### src/rtl/grover_measure.sv
// Measurement back end for the 3-qubit Grover engine: collapses eight signed
// amplitudes to one basis index by argmax of a^2 or by an LFSR-weighted sample.
module grover_measure #(
    parameter int          num_bit        = 3,
    parameter int          fixedpoint_bit = 8,
    parameter int          num_sample     = 8,
    parameter logic [15:0] lfsr_seed      = 16'hACE1
) (
    input  logic                          clk,
    input  logic                          rst,
    input  logic                          start,
    input  logic                          mode,
    input  logic [fixedpoint_bit-1:0]     i0,
    input  logic [fixedpoint_bit-1:0]     i1,
    input  logic [fixedpoint_bit-1:0]     i2,
    input  logic [fixedpoint_bit-1:0]     i3,
    input  logic [fixedpoint_bit-1:0]     i4,
    input  logic [fixedpoint_bit-1:0]     i5,
    input  logic [fixedpoint_bit-1:0]     i6,
    input  logic [fixedpoint_bit-1:0]     i7,
    output logic [num_bit-1:0]            result_index,
    output logic [2*fixedpoint_bit-1:0]   result_prob,
    output logic                          zero_flag,
    output logic                          valid,
    output logic                          busy
);

    localparam int SQ_W   = 2 * fixedpoint_bit;
    // Eight squares of at most 2^(2F-2) each need 2F-1+num_bit bits in total.
    localparam int TOT_W  = 2 * fixedpoint_bit - 1 + num_bit;
    localparam int PROD_W = 16 + TOT_W;
    localparam logic [num_bit-1:0] K_LAST = num_bit'(num_sample - 1);

    typedef enum logic [2:0] {
        S_IDLE,
        S_SUM,
        S_PICK,
        S_SCAN,
        S_DONE
    } state_t;

    state_t                            state_reg;
    logic                              mode_reg;
    logic signed [fixedpoint_bit-1:0]  amp_reg [num_sample];
    logic [num_bit-1:0]                k_reg;
    logic [TOT_W-1:0]                  total_reg;
    logic [TOT_W-1:0]                  cum_reg;
    logic [TOT_W-1:0]                  thr_reg;
    logic [SQ_W-1:0]                   best_reg;
    logic [num_bit-1:0]                best_idx_reg;
    logic [num_bit-1:0]                pend_idx_reg;
    logic [SQ_W-1:0]                   pend_prob_reg;
    logic                              pend_zero_reg;
    logic [15:0]                       lfsr_reg;

    logic [fixedpoint_bit-1:0]         in_amp [num_sample];
    logic [SQ_W-1:0]                   sq_all [num_sample];
    logic [SQ_W-1:0]                   sq_k;
    logic [TOT_W-1:0]                  total_next;
    logic [TOT_W-1:0]                  cum_next;
    logic [PROD_W-1:0]                 thr_prod;
    logic [TOT_W-1:0]                  thr_next;
    logic                              sq_is_best;

    assign in_amp[0] = i0;
    assign in_amp[1] = i1;
    assign in_amp[2] = i2;
    assign in_amp[3] = i3;
    assign in_amp[4] = i4;
    assign in_amp[5] = i5;
    assign in_amp[6] = i6;
    assign in_amp[7] = i7;

    // Sign-extend before squaring so -128 * -128 yields +16384.
    generate
        for (genvar gi = 0; gi < num_sample; gi++) begin : g_sq
            logic signed [SQ_W-1:0] amp_ext;
            logic signed [SQ_W-1:0] prod;
            assign amp_ext    = SQ_W'(amp_reg[gi]);
            assign prod       = amp_ext * amp_ext;
            assign sq_all[gi] = $unsigned(prod);
        end
    endgenerate

    assign sq_k       = sq_all[k_reg];
    assign total_next = total_reg + TOT_W'(sq_k);
    assign cum_next   = cum_reg + TOT_W'(sq_k);
    assign sq_is_best = (sq_k > best_reg);

    // Scaling a 16-bit uniform value by total keeps thr strictly below total.
    assign thr_prod   = PROD_W'(lfsr_reg) * PROD_W'(total_reg);
    assign thr_next   = TOT_W'(thr_prod >> 16);

    always_ff @(posedge clk or posedge rst) begin
        if (rst) begin
            lfsr_reg <= lfsr_seed;
        end else begin
            lfsr_reg <= {lfsr_reg[14:0],
                         lfsr_reg[15] ^ lfsr_reg[13] ^ lfsr_reg[12] ^ lfsr_reg[10]};
        end
    end

    always_ff @(posedge clk or posedge rst) begin
        if (rst) begin
            state_reg     <= S_IDLE;
            mode_reg      <= 1'b0;
            for (int j = 0; j < num_sample; j++) begin
                amp_reg[j] <= '0;
            end
            k_reg         <= '0;
            total_reg     <= '0;
            cum_reg       <= '0;
            thr_reg       <= '0;
            best_reg      <= '0;
            best_idx_reg  <= '0;
            pend_idx_reg  <= '0;
            pend_prob_reg <= '0;
            pend_zero_reg <= 1'b0;
            result_index  <= '0;
            result_prob   <= '0;
            zero_flag     <= 1'b0;
            valid         <= 1'b0;
            busy          <= 1'b0;
        end else begin
            valid <= 1'b0;
            case (state_reg)
                S_IDLE: begin
                    // A start coinciding with the result strobe is dropped.
                    if (start && !valid) begin
                        for (int j = 0; j < num_sample; j++) begin
                            amp_reg[j] <= $signed(in_amp[j]);
                        end
                        mode_reg     <= mode;
                        total_reg    <= '0;
                        best_reg     <= '0;
                        best_idx_reg <= '0;
                        k_reg        <= '0;
                        busy         <= 1'b1;
                        state_reg    <= S_SUM;
                    end
                end

                S_SUM: begin
                    total_reg <= total_next;
                    if (sq_is_best) begin
                        best_reg     <= sq_k;
                        best_idx_reg <= k_reg;
                    end
                    if (k_reg == K_LAST) begin
                        state_reg <= mode_reg ? S_PICK : S_DONE;
                    end else begin
                        k_reg <= k_reg + 1'b1;
                    end
                end

                S_PICK: begin
                    if (total_reg == '0) begin
                        pend_idx_reg  <= '0;
                        pend_prob_reg <= '0;
                        pend_zero_reg <= 1'b1;
                        state_reg     <= S_DONE;
                    end else begin
                        thr_reg   <= thr_next;
                        cum_reg   <= '0;
                        k_reg     <= '0;
                        state_reg <= S_SCAN;
                    end
                end

                S_SCAN: begin
                    cum_reg <= cum_next;
                    // The last index is a guaranteed hit; the guard only keeps k bounded.
                    if ((cum_next > thr_reg) || (k_reg == K_LAST)) begin
                        pend_idx_reg  <= k_reg;
                        pend_prob_reg <= sq_k;
                        pend_zero_reg <= 1'b0;
                        state_reg     <= S_DONE;
                    end else begin
                        k_reg <= k_reg + 1'b1;
                    end
                end

                S_DONE: begin
                    if (mode_reg) begin
                        result_index <= pend_idx_reg;
                        result_prob  <= pend_prob_reg;
                        zero_flag    <= pend_zero_reg;
                    end else begin
                        result_index <= best_idx_reg;
                        result_prob  <= best_reg;
                        zero_flag    <= (total_reg == '0);
                    end
                    valid     <= 1'b1;
                    busy      <= 1'b0;
                    state_reg <= S_IDLE;
                end

                default: begin
                    state_reg <= S_IDLE;
                    busy      <= 1'b0;
                end
            endcase
        end
    end

endmodule

### config.mk
export PLATFORM = sky130hd
export DESIGN_NAME = grover_measure
export DESIGN_NICKNAME = d
export VERILOG_FILES = /design/src/rtl/grover_measure.sv
export SDC_FILE = /design/constraint.sdc
export NUM_CORES = 2
export LEC_CHECK = 0
export CELL_PAD_IN_SITES_DETAIL_PLACEMENT = 0
export CELL_PAD_IN_SITES_GLOBAL_PLACEMENT = 1
export CORE_AREA = 2 2 271 273
export CTS_BUF_LIST = sky130_fd_sc_hd__clkbuf_2
export DETAILED_ROUTE_END_ITERATION = 8
export DIE_AREA = 0 0 273 275
export PLACE_DENSITY_LB_ADDON = 0.1
export SLEW_MARGIN = 10
export SYNTH_ARGS = -nofsm -noshare
export SYNTH_HDL_FRONTEND = slang
export SYNTH_SLANG_ARGS = --single-unit
### constraint.sdc
create_clock -name clk -period 9.1 [get_ports clk]
set_clock_uncertainty 0.2 [all_clocks]
set_input_delay 2.73 -clock clk [delete_from_list [all_inputs] [get_ports clk]]
set_output_delay 2.73 -clock clk [all_outputs]
set_load 0.01 [all_outputs]
==> results.ini <==
[placed_design]
pre_cts_ws_ns = 0.422
port_buffers = 88
dp_hpwl_um = 70500
gp_congestion = 0.842

[grt]
grt.busiest_layer = met2
met2_usage_pct = 42.4
grt_max_degree = 111
grt_pass1_vias = 26200
grt.met3_usage_pct = 2.64
globalRouteMet1Util_pct = 32.5
grt_use_total_pct = 24.1
antenna_found_initial = 4
grt_pass1_wl_um = 142000
grt_overflow = 0

[sta]
final.setup.tns_ns = 0
max_clock_freq_mhz = 116
tightest_slew_ns = 1.01
finalHoldViolCount = 0
slew-limit-headroom_pct = 30.6
finalCritPeriodShare_pct = 94.5
finalSetupViolCount = 0
setup_slack_ns = 0.505
rsz0062_at_grt = no
period_needed_ns = 8.60
slew_viol_final = 0

[clock_tree]
cts-resized-gates = 0
post_cts_buffers = 0
clock_path_buffers = 2
cts_hold_buf = 0
insertion_delay_ns = 1.09
numCtsBuffers = 17
htree_levels = 4
clk_pin_slew_ns = 0.32
cts.sinks = 199
root_buffer = clkbuf_2
cts_tree = done

[floorplanning]
coreArea_um2 = 72300
ioPinCount = 90
die_area_um2 = 75100
die_h_um = 275
floorplan.rows = 99
initial_utilization_pct = 49.6
die_x_um = 273

[route]
vias = 25000
drt-initial-drc-count = 1198
ant_nets = 0
avgViaCountPerCell = 5.20
firstDrtPassIters = 5
totalWireLength_um = 85000
drc = 0
wl_per_cell_um = 17.7

[yosys]
syn_area_um2 = 35800
synth_cells = 3833
yosys-top-cells-count = 745 x inv_1, 572 x fa_1, 422 x nand2_1, 379 x ha_1, 194 x and2_1
syn_nets = 4852
async_reset_ff_share_pct = 100
yosys_most_used_dff = dfrtp_1
yosys.area.top_type = fa_1
synth-edff-count = 0
synth_area_leaders = fa_1 32%, dfrtp_1 13%, ha_1 13%
ys_ff_latch = 199
syn_area_per_cell_um2 = 9.35
yosysWarnings = 0
yosysMostFrequentCell = inv_1
yosysSeqAreaShare_pct = 13.9
synth.distinct_cells = 72
synthDominantCellAreaShare_pct = 31.9

[min_path]
worstHoldStart = thr_reg[7]
min_path_type = reg2reg

[critical_path]
max_stage_delay_ns = 0.58
start_kind = flip-flop
crit_path_end_kind = flip-flop
cp.buffers_inverters = 5
r2r-start = amp_reg[8]
cp.arrival_ns = 9.40
cp_data_required_time_ns = 9.90
crit_fanout = 19
crit_path_start = amp_reg[8]
cp_slowest_cell = dfrtp_1
cpMostUsedCell = inv_1
cp_top_family = adder cells
crit_type = reg2reg

[job]
cap_violations = 0

[layout]
largest_reg_flops = 64
drive_above_1_share_pct = 6.49
layout.nets = 4840
area_delta_synth_final_pct = 5.85

[status]
outcome = finished, final reports clean

per-layer routing:
layer | up-vias | routed length (um)
met5 | - | 12
met4 | 2 | 1310
met3 | 68 | 2060
met2 | 290 | 43500
met1 | 12600 | 38200
li1 | 12000 | -
metrics by stage:
stage,hold WS (ns),cell area [um2],instances,util [%]
after floorplan,0.152,35800,3833,-
after detailed placement,0.272,37600,4761,52.0
after global routing,0.351,37900,4799,52.5
after global placement,0.265,37600,4761,52.0
after CTS,0.331,37900,4793,52.4
final,0.324,37900,4799,52.5
cell type report:
cell class	count	area, um2
Tap cell	959	1200
Multi-Input combinational cell	2725	27400
Inverter	748	2820
Clock inverter	15	179
Fill cell	6866	34400
Clock buffer	17	85.1
Sequential cell	199	5010
Antenna cell	6	15.0
Timing Repair Buffer	130	1200
cells by family (layout without fill, tap and decap cells):
group           count (synthesis)  count (layout)  synth area share (%)
mux                           149             149                  5.31
other cells                     1               7                0.0105
flops                         199             199                  13.9
compound gates                408             408                  7.43
simple gates                 1011            1011                  13.6
xor+xnor                      205             205                  5.01
fa+ha+maj                     951             951                  45.2
buf+inv                       909             910                  9.55
final timing paths:
check                      slack [ns]               end  cells after the start
min reg2reg                      0.32        thr_reg[7]                      2
min in group asynchronous        1.92       lfsr_reg[2]                      2
min                              0.32        thr_reg[7]                      2
max                              0.50  pend_prob_reg[9]                     32
max reg2reg                      0.50  pend_prob_reg[9]                     32
max in group asynchronous        5.44       amp_reg[41]                      3
cells in the final DEF (no fill, tap or decap), types with 7 or more instances in the layout:
master / netlist / layout
inv_1: 745 / 744
fa_1: 572 / 572
nand2_1: 422 / 422
ha_1: 379 / 379
and2_1: 194 / 194
dfrtp_1: 191 / 172
xnor2_1: 144 / 144
a21oi_1: 133 / 133
nor2_1: 123 / 123
clkdlybuf4s50_1: 0 / 88
o21ai_0: 82 / 81
mux2_2: 79 / 79
nand3_1: 67 / 67
nor2b_1: 64 / 64
xor2_1: 61 / 61
mux2i_1: 45 / 45
buf_4: 1 / 42
nor3_1: 39 / 39
a21o_1: 38 / 38
nand2b_1: 32 / 32
mux4_2: 24 / 24
a211oi_1: 23 / 23
a22o_1: 20 / 20
dfrtp_2: 0 / 19
o211ai_1: 17 / 17
clkbuf_2: 0 / 17
a31o_2: 16 / 16
nand4_1: 14 / 14
o21bai_1: 13 / 13
and3_1: 12 / 12
o21a_1: 11 / 11
or2_2: 11 / 11
nor4_1: 10 / 10
or3_1: 9 / 9
dfstp_2: 8 / 8
a31oi_1: 7 / 7
worst register-to-register path, delay by kind of cell, from the launching register on:
kind,cells,cell delay (ns)
adders and majority gates,7,2.91
AOI/OAI and AO/OA,9,2.12
and+or+nand+nor,7,1.10
muxes,2,0.81
DFF,1,0.58
buffers and inverters,5,0.43
xor gates and xnor gates,2,0.39
Power is not shown: default switching activity piles up to over one toggle a cycle in this logic, so the estimate is an artifact.
